[src/rtl/freq_meas_pkg.sv]
// Shared definitions for the frequency-measurement sequencer and its BCD converter.
package freq_meas_pkg;

    typedef enum logic [2:0] {
        IDLE    = 3'd0,
        ARM     = 3'd1,
        GATE    = 3'd2,
        CONVERT = 3'd3,
        DONE    = 3'd4
    } measState_t;

    localparam int CNT_MAX    = 9999;
    localparam int CNT_W      = 14;
    localparam int BCD_W      = 16;
    localparam int BCD_DIGITS = BCD_W / 4;

    // Add-3 correction applied to every BCD digit that is 5 or more, ahead of the next shift.
    function automatic logic [BCD_W-1:0] dabbleAdjust(input logic [BCD_W-1:0] bcd);
        logic [BCD_W-1:0] adj;
        adj = bcd;
        for (int d = 0; d < BCD_DIGITS; d++) begin
            if (bcd[4*d +: 4] >= 4'd5) begin
                adj[4*d +: 4] = bcd[4*d +: 4] + 4'd3;
            end
        end
        return adj;
    endfunction

endpackage

[src/rtl/bin2bcd_seq.sv]
// Sequential double-dabble converter: one shift per clock, oReady rises BIN_W cycles after iLoad.
module bin2bcd_seq
    import freq_meas_pkg::*;
#(
    parameter int BIN_W = CNT_W
) (
    input  logic             iClk,
    input  logic             iRst_n,
    input  logic             iLoad,
    input  logic [BIN_W-1:0] iBin,
    output logic [BCD_W-1:0] oBcd,
    output logic             oReady
);

    localparam int STEP_W = $clog2(BIN_W + 1);

    logic [BIN_W-1:0]  binShift;
    logic [BCD_W-1:0]  bcdShift;
    logic [BCD_W-1:0]  bcdAdjusted;
    logic [STEP_W-1:0] stepsLeft;

    assign bcdAdjusted = dabbleAdjust(bcdShift);
    assign oBcd        = bcdShift;

    // The BCD field starts empty, so the first iteration needs no correction and is folded into the load.
    always_ff @(posedge iClk or negedge iRst_n) begin
        if (!iRst_n) begin
            binShift  <= '0;
            bcdShift  <= '0;
            stepsLeft <= '0;
            oReady    <= 1'b0;
        end else if (iLoad) begin
            {bcdShift, binShift} <= {{BCD_W{1'b0}}, iBin} << 1;
            stepsLeft            <= STEP_W'(BIN_W - 1);
            oReady               <= 1'b0;
        end else if (stepsLeft != '0) begin
            {bcdShift, binShift} <= {bcdAdjusted, binShift} << 1;
            stepsLeft            <= stepsLeft - STEP_W'(1);
            oReady               <= (stepsLeft == STEP_W'(1));
        end
    end

endmodule

[src/rtl/freq_meas_ctrl.sv]
// Frequency-measurement sequencer: synchronizes the input, counts rising edges over a fixed gate,
// converts the count to BCD and publishes it with a one-cycle done pulse.
module freq_meas_ctrl #(
    parameter int GATE_CYCLES = 50000000,
    parameter int CNT_MAX     = freq_meas_pkg::CNT_MAX,
    parameter int CNT_W       = freq_meas_pkg::CNT_W
) (
    input  logic                            iClk,
    input  logic                            iRst_n,
    input  logic                            iSignal,
    input  logic                            iStart,
    input  logic                            iContinuous,
    input  logic                            iAbort,
    output logic                            oBusy,
    output logic                            oDone,
    output logic [CNT_W-1:0]                oCount,
    output logic [freq_meas_pkg::BCD_W-1:0] oBcd,
    output logic                            oOverflow
);

    import freq_meas_pkg::*;

    localparam int TIMER_W = $clog2(GATE_CYCLES);

    measState_t       state, stateNext;
    logic             syncMeta, syncStable, syncDelay, edgePulse;
    logic [TIMER_W-1:0] gateTimer;
    logic             gateLast;
    logic [CNT_W-1:0] edgeCount, edgeCountNext;
    logic             overflow, overflowNext;
    logic             convLoad, convReady;
    logic [BCD_W-1:0] convBcd;

    assign edgePulse = syncStable & ~syncDelay;
    assign gateLast  = (gateTimer == TIMER_W'(GATE_CYCLES - 1));
    // The converter is fed the post-update count so an edge in the final gate cycle is included.
    assign convLoad  = (state == GATE) && gateLast;
    assign oBusy     = (state != IDLE);
    assign oDone     = (state == DONE);

    always_comb begin
        edgeCountNext = edgeCount;
        overflowNext  = overflow;
        if (state == GATE && edgePulse) begin
            if (edgeCount >= CNT_W'(CNT_MAX)) begin
                overflowNext = 1'b1;
            end else begin
                edgeCountNext = edgeCount + CNT_W'(1);
            end
        end
    end

    always_comb begin
        stateNext = state;
        if (iAbort) begin
            stateNext = IDLE;
        end else begin
            case (state)
                IDLE:    if (iStart) stateNext = ARM;
                ARM:     stateNext = GATE;
                GATE:    if (gateLast) stateNext = CONVERT;
                CONVERT: if (convReady) stateNext = DONE;
                DONE:    stateNext = iContinuous ? ARM : IDLE;
                default: stateNext = IDLE;
            endcase
        end
    end

    always_ff @(posedge iClk or negedge iRst_n) begin
        if (!iRst_n) begin
            state <= IDLE;
        end else begin
            state <= stateNext;
        end
    end

    always_ff @(posedge iClk or negedge iRst_n) begin
        if (!iRst_n) begin
            syncMeta   <= 1'b0;
            syncStable <= 1'b0;
            syncDelay  <= 1'b0;
            gateTimer  <= '0;
            edgeCount  <= '0;
            overflow   <= 1'b0;
            oCount     <= '0;
            oBcd       <= '0;
            oOverflow  <= 1'b0;
        end else begin
            syncMeta   <= iSignal;
            syncStable <= syncMeta;
            syncDelay  <= syncStable;
            case (state)
                ARM: begin
                    gateTimer <= '0;
                    edgeCount <= '0;
                    overflow  <= 1'b0;
                end
                GATE: begin
                    gateTimer <= gateTimer + TIMER_W'(1);
                    edgeCount <= edgeCountNext;
                    overflow  <= overflowNext;
                end
                default: ;
            endcase
            // Publishing on the CONVERT->DONE edge makes the new result visible alongside oDone.
            if (state == CONVERT && convReady && !iAbort) begin
                oCount    <= edgeCount;
                oBcd      <= convBcd;
                oOverflow <= overflow;
            end
        end
    end

    bin2bcd_seq #(
        .BIN_W (CNT_W)
    ) uConv (
        .iClk   (iClk),
        .iRst_n (iRst_n),
        .iLoad  (convLoad),
        .iBin   (edgeCountNext),
        .oBcd   (convBcd),
        .oReady (convReady)
    );

endmodule

[config.mk]
export PLATFORM = sky130hd
export DESIGN_NAME = freq_meas_ctrl
export DESIGN_NICKNAME = d
export VERILOG_FILES = /design/src/rtl/freq_meas_pkg.sv /design/src/rtl/bin2bcd_seq.sv /design/src/rtl/freq_meas_ctrl.sv
export SDC_FILE = /design/constraint.sdc
export NUM_CORES = 1
export LEC_CHECK = 0
export CAP_MARGIN = 20
export CORE_MARGIN = 1.5
export CORE_UTILIZATION = 60
export DETAILED_ROUTE_END_ITERATION = 7
export HOLD_SLACK_MARGIN = 0.06
export PLACE_DENSITY = 0.81
export RECOVER_POWER = 50
export SYNTH_ARGS = -nofsm -noshare
export SYNTH_HDL_FRONTEND = slang
export SYNTH_SLANG_ARGS = --single-unit
[constraint.sdc]
create_clock -name iClk -period 5.8 [get_ports iClk]
set_input_delay 1.16 -clock iClk [delete_from_list [all_inputs] [get_ports iClk]]
set_output_delay 1.16 -clock iClk [all_outputs]
set_load 0.05 [all_outputs]
==> results of run 1 <==
## power breakdown
group	internal [mW]	switching, mW
Clock	0.172	0.257
Combinational	0.0385	0.0910
Sequential	0.792	0.0250
## synthesized netlist by cell type, drive strengths merged (4+ instances only)
cell	instances	area (um^2)
dfrtp	112	2800
a21oi	44	220
o21ai	39	199
mux2	34	387
nand2	34	128
nor2	32	120
nand3	23	115
a211oi	21	158
clkbuf	21	80.1
nand4	18	113
and2	17	106
buf	15	104
inv	14	52.6
xnor2	14	123
xor2	14	123
ha	13	163
mux2i	12	120
and3	10	62.6
nor3	10	61.3
a31oi	9	56.3
nand2b	9	56.3
nor4	9	71.3
nor3b	4	30.0
## layout by cell type (no fill, tap or decap), types with 3 or more instances in the layout
| master | count |
|---|---|
| nor4_1 | 8 |
| nand3b_1 | 3 |
| xor2_1 | 14 |
| clkdlybuf4s50_1 | 35 |
| clkbuf_8 | 10 |
| o21ai_0 | 38 |
| nor3b_1 | 3 |
| nand4_1 | 18 |
| nand3_1 | 23 |
| nor2b_1 | 3 |
| a21oi_1 | 44 |
| nor3_1 | 9 |
| inv_1 | 14 |
| nand2_1 | 34 |
| a211oi_1 | 21 |
| mux2_2 | 33 |
| dfrtp_1 | 112 |
| and2_1 | 17 |
| xnor2_1 | 14 |
| a31oi_1 | 9 |
| nor2_1 | 32 |
| nand2b_1 | 9 |
| buf_4 | 4 |
| mux2i_1 | 12 |
| ha_1 | 13 |
| clkbuf_1 | 8 |
| and3_1 | 10 |
## metal layers
metal  vias up  GRT usage [%]
met5         -              0
met4         0           8.45
met3        19           4.02
met2       129           45.0
met1      2173           34.1
li1       2072              -
## cells by family after synthesis
kind of cell | Yosys count | share of synthesized area, %
muxes | 46 | 8.84
xor gates and xnor gates | 28 | 4.28
AOI/OAI and AO/OA | 131 | 13.7
buffers and inverters | 50 | 4.12
adders and majority gates | 13 | 2.84
and+or+nand+nor | 183 | 17.3
DFF | 112 | 48.9
## final cells by class
type                       count  share of cell area (%)
clock inverter                 3                   0.417
timing repair buffer          46                    6.65
clock buffer                  13                    2.36
inverter                      14                   0.833
multi-input combinational    401                    42.7
sequential                   112                    44.5
tap                          129                    2.56
## through the flow
stage | std cells | area (um^2) | setup slack, ns | util [%]
finish | 718 | 6300 | 2.33 | 68.2
global route | 718 | 6300 | 1.66 | 68.2
CTS | 718 | 6340 | 2.55 | 68.6
detailed placement | 702 | 6160 | 2.96 | 66.7
global placement | 702 | 6160 | 3.07 | 66.7
floorplan | 563 | 5740 | 3.54 | -
## registers in the layout, indices dropped and copies added, names as in the netlist
signal / flops
edgeCount: 14
syncDelay: 1
syncMeta: 1
state: 3
oOverflow: 1
uConv.stepsLeft: 4
uConv.oBcd: 16
oCount: 14
gateTimer: 26
uConv.oReady: 1
syncStable: 1
uConv.binShift: 13
overflow: 1
oBcd: 16
## worst max path at each step
stage | end | cells after the start | slack [ns]
2_1_floorplan | oBcd[0]$_DFFE_PN0P_ | 3 | 3.54
3_3_place_gp | oBusy | 2 | 3.07
3_5_place_dp | oDone | 3 | 2.96
4_1_cts | oDone | 3 | 2.55
5_1_grt | oBcd[14]$_DFFE_PN0P_ | 2 | 1.66
6_report | uConv.binShift[4]$_DFFE_PN0P_ | 2 | 2.33
==> flow_summary.json, run 1 <==
{
  "status": "complete, but fails checks",
  "violations": "capacitance limit, slew limit",
  "rrSetupSlack_ns": 2.62,
  "worstRegToRegCells": 6,
  "cts_resized": 0,
  "post_drt_wl_per_cell_um": 16.8,
  "ys_ff_latch": 112,
  "ys_seq_area_share_pct": 48.9,
  "cp-start-kind": "input port",
  "cts_setup_buffers": 0,
  "synthCells": 563,
  "cts_sinks": 112,
  "die_area_um2": 10200,
  "hpwl_mm": 7.97,
  "antennaDiodeCount": 0,
  "hold_viol": 0,
  "cp.arrival_ns": 3.49,
  "r2r-start": "state[1]$_DFFE_PN0P_",
  "setup_violations": 0,
  "wl_met3_um": 506,
  "p_leak_nw": 2.77,
  "syn2layout_area_growth_pct": 9.93,
  "row_count": 35,
  "top_layer_used": "met4",
  "r2r-end": "edgeCount[0]$_DFFE_PN0N_",
  "relSlewSlack_pct": -50.5,
  "drt_iter0_drc": 270,
  "setup_tns_ns": 0,
  "drc": 0,
  "finalClockSkew_ns": 0.0103,
  "hp-start": "syncMeta$_DFF_PN0_",
  "synth.cell_area_um2": 5740,
  "end_kind": "async pin",
  "track_usage_pct": 26.2,
  "period_minus_slack_ns": 3.47,
  "fmax_mhz": 288,
  "cts_max_path_buffers": 2,
  "whs_ns": 0.362,
  "viasPerCell": 6.12,
  "cpLargestDelayFamily": "buffers and inverters",
  "crit_buf_inv": 2,
  "antenna_found_initial": 0,
  "routed_wl_mm": 12.1,
  "drv_cap": 2,
  "fp.dieW_um": 101,
  "place.gp.congestion": 0.819,
  "drt_first_pass_iters": 5,
  "final_antenna_net_count": 0,
  "die_y_um": 101,
  "rsz0062_at_grt": "false",
  "dr_total_vias": 4393,
  "io_buffer_count": 38,
  "io-pin-count": 39,
  "synth-main-ff-cell": "dfrtp_1",
  "irDropWorstVdd_v": 0.000110,
  "clk_latency_ns": 0.36,
  "post-route-period-util_pct": 59.8,
  "slew_violations": 78,
  "crit_start": "iRst_n",
  "nFillCells": 736,
  "synth.avg_cell_area_um2": 10.2,
  "path_class": "input port to async pin",
  "root_buffer": "clkbuf_8",
  "initial_core_util_pct": 62.1,
  "grt_overflow": 0,
  "yosysUniqueCellTypes": 54,
  "min_path_cells": 0,
  "cts_tree": "done",
  "cellPowerDensity_nw_per_um2": 218,
  "seq_area_um2": 2800,
  "ctsHoldBuffers": 0,
  "grt_max_degree": 70,
  "path_cells": "buf_4, clkbuf_1",
  "slowest_delay_ns": 1.67,
  "cts_max_level": 3,
  "power_mw": 1.38,
  "cts_buffers": 9,
  "nNetsFinal": 603,
  "synthesis.nets": 582,
  "slowest_stage": "clkbuf_1",
  "drive_gt1_share_pct": 9.68,
  "ys_warn_count": 0,
  "grt_pass1_vias": 4400,
  "path_clk_slew_ns": 0.10,
  "worst_pin_slew_ns": 2.26,
  "grt_pass1_wl_mm": 21.1,
  "min_delay_worst_endpoint": "syncStable$_DFF_PN0_",
  "min_path_type": "register to register",
  "synth-async-reset-ratio_pct": 100,
  "coreArea_um2": 9240,
  "drt-met1-wl_mm": 5.29,
  "worstPathRequired_ns": 5.82,
  "multiInputGateArea_um2": 2690,
  "synth_edf_count": 0,
  "wl_met2_mm": 6.08,
  "crit_fanout": 69
}
No activity file was read; power rests on OpenSTA's default activity.
==> inputs of run 2 (changes only) <==
CORE_UTILIZATION = 53   (was 60)
PLACE_DENSITY = 0.76   (was 0.81)
clock period = 3 ns   (was 5.8 ns; I/O delays follow)
==> flow_summary.json, run 2 (synthesis results as in run 1) <==
{
  "status": "complete, but fails checks",
  "violations": "capacitance limit, slew limit",
  "drv_cap": 1,
  "row_count": 37,
  "rsz0062_at_grt": "false",
  "cp-start-kind": "register",
  "wl_met2_mm": 5.75,
  "drt-met1-wl_mm": 5.52,
  "grt_overflow": 0,
  "worst_pin_slew_ns": 2.40,
  "final_antenna_net_count": 0,
  "antennaDiodeCount": 0,
  "post_drt_wl_per_cell_um": 16.4,
  "cts_setup_buffers": 0,
  "drc": 0,
  "nFillCells": 874,
  "die_y_um": 107,
  "root_buffer": "clkbuf_8",
  "crit_fanout": 10,
  "pre_cts_ws_ns": 0.763,
  "cts_resized": 0,
  "drt_iter0_drc": 262,
  "irDropWorstVdd_v": 0.000295,
  "rrSetupSlack_ns": 0.55,
  "io_buffer_count": 38,
  "grt_pass1_wl_mm": 20.8,
  "finalClockSkew_ns": 0.00941,
  "setup_slack_ns": 0.355,
  "end_kind": "primary output",
  "cts_max_level": 3,
  "grt_max_degree": 70,
  "multiInputGateArea_um2": 2700,
  "setup_tns_ns": 0,
  "cts_tree": "done",
  "hpwl_mm": 8.09,
  "io-pin-count": 39,
  "antenna_found_initial": 0,
  "clk_latency_ns": 0.38,
  "layout_common_cells": "112 x dfrtp_1, 44 x a21oi_1, 38 x o21ai_0",
  "syn2layout_area_growth_pct": 11.1,
  "nNetsFinal": 605,
  "cts_buffers": 9,
  "cellPowerDensity_nw_per_um2": 427,
  "routed_wl_mm": 12.0,
  "cp.arrival_ns": 2.04,
  "viasPerCell": 5.98,
  "path_clk_slew_ns": 0.11,
  "initial_core_util_pct": 55.1,
  "top_layer_used": "met4",
  "largest_reg_flops": 26,
  "place.gp.congestion": 0.912,
  "relSlewSlack_pct": -59.7,
  "fp.dieW_um": 107,
  "track_usage_pct": 22.6,
  "die_area_um2": 11500,
  "p_leak_nw": 2.80,
  "ctsHoldBuffers": 0,
  "min_path_type": "register to register",
  "fmax_mhz": 378,
  "slew_violations": 44,
  "worstPathRequired_ns": 2.40,
  "grt_pass1_vias": 4205,
  "wl_met3_um": 556,
  "final_common_cell": "dfrtp_1",
  "drt_first_pass_iters": 7,
  "cts_max_path_buffers": 2,
  "post-route-period-util_pct": 88.2,
  "dr_total_vias": 4344,
  "setup_violations": 0,
  "path_class": "register to primary output",
  "period_minus_slack_ns": 2.64,
  "top_regs": "gateTimer x26, oBcd x16, uConv.oBcd x16",
  "coreArea_um2": 10400,
  "seq_area_um2": 2800,
  "cts_sinks": 112,
  "regMostFlops": "gateTimer",
  "drive_gt1_share_pct": 11.0,
  "hold_viol": 0
}
==> run 2: cell count changes in the layout (fill, tap and decap cells not counted), sizes merged <==
| cell | delta |
|---|---|
| clkinv | +1 |
| buf | +4 |
| inv | +2 |
| clkbuf | -6 |
| clkinvlp | +1 |
==> run 2: report_power, final <==
group | total, mW | internal, mW | switching (mW) | leakage, nW
clock | 0.877 | 0.322 | 0.555 | 0.0952
sequential | 1.58 | 1.53 | 0.0484 | 1.55
combinational | 0.264 | 0.0831 | 0.181 | 1.15
==> run 2: path summary, 6_finish.rpt <==
| path | from | end | cells past startpoint |
|---|---|---|---|
| worst max-delay path | state[1]$_DFFE_PN0P_ | oDone | 3 |
| worst min-delay path | syncMeta$_DFF_PN0_ | syncStable$_DFF_PN0_ | 0 |
| worst max register to register | state[1]$_DFFE_PN0P_ | gateTimer[9]$_DFFE_PN0N_ | 6 |
| worst min register to register | syncMeta$_DFF_PN0_ | syncStable$_DFF_PN0_ | 0 |
| max in group asynchronous | iRst_n | edgeCount[0]$_DFFE_PN0N_ | 1 |
| min in group asynchronous | iRst_n | oBcd[3]$_DFFE_PN0P_ | 1 |
==> run 2: metal layers <==
layer	vias to the layer above	global-route usage [%]
met5	-	0
met4	0	5.71
met3	12	4.44
met2	112	35.9
met1	2151	31.7
li1	2069	-
==> run 2: critical path, stage by stage (launching register included) <==
cell             delay [ns]
dfrtp_1                0.50
nor2_1                 0.22
and2_1                 0.16
clkdlybuf4s50_1        0.79
==> run 2: area by class of cell <==
class,instances,area share (%)
multi-input cells,401,42.4
inverters,14,0.825
well taps,136,2.67
flip-flops and latches,112,44.0
clock inverters,7,1.00
clock buffers,9,1.94
repair buffers,48,7.15
==> run 2: per-stage QoR <==
| step | hold slack [ns] | cells | power, mW | util (%) | instance area (um^2) |
|---|---|---|---|---|---|
| after floorplan | 0.304 | 563 | 1.77 | - | 5740 |
| after global placement | 0.338 | 711 | 1.86 | 59.4 | 6190 |
| after detailed placement | 0.336 | 711 | 1.87 | 59.4 | 6190 |
| after CTS | 0.217 | 727 | 2.75 | 61.2 | 6380 |
| after global routing | 0.388 | 727 | 2.84 | 61.2 | 6370 |
| final | 0.369 | 727 | 2.72 | 61.2 | 6370 |
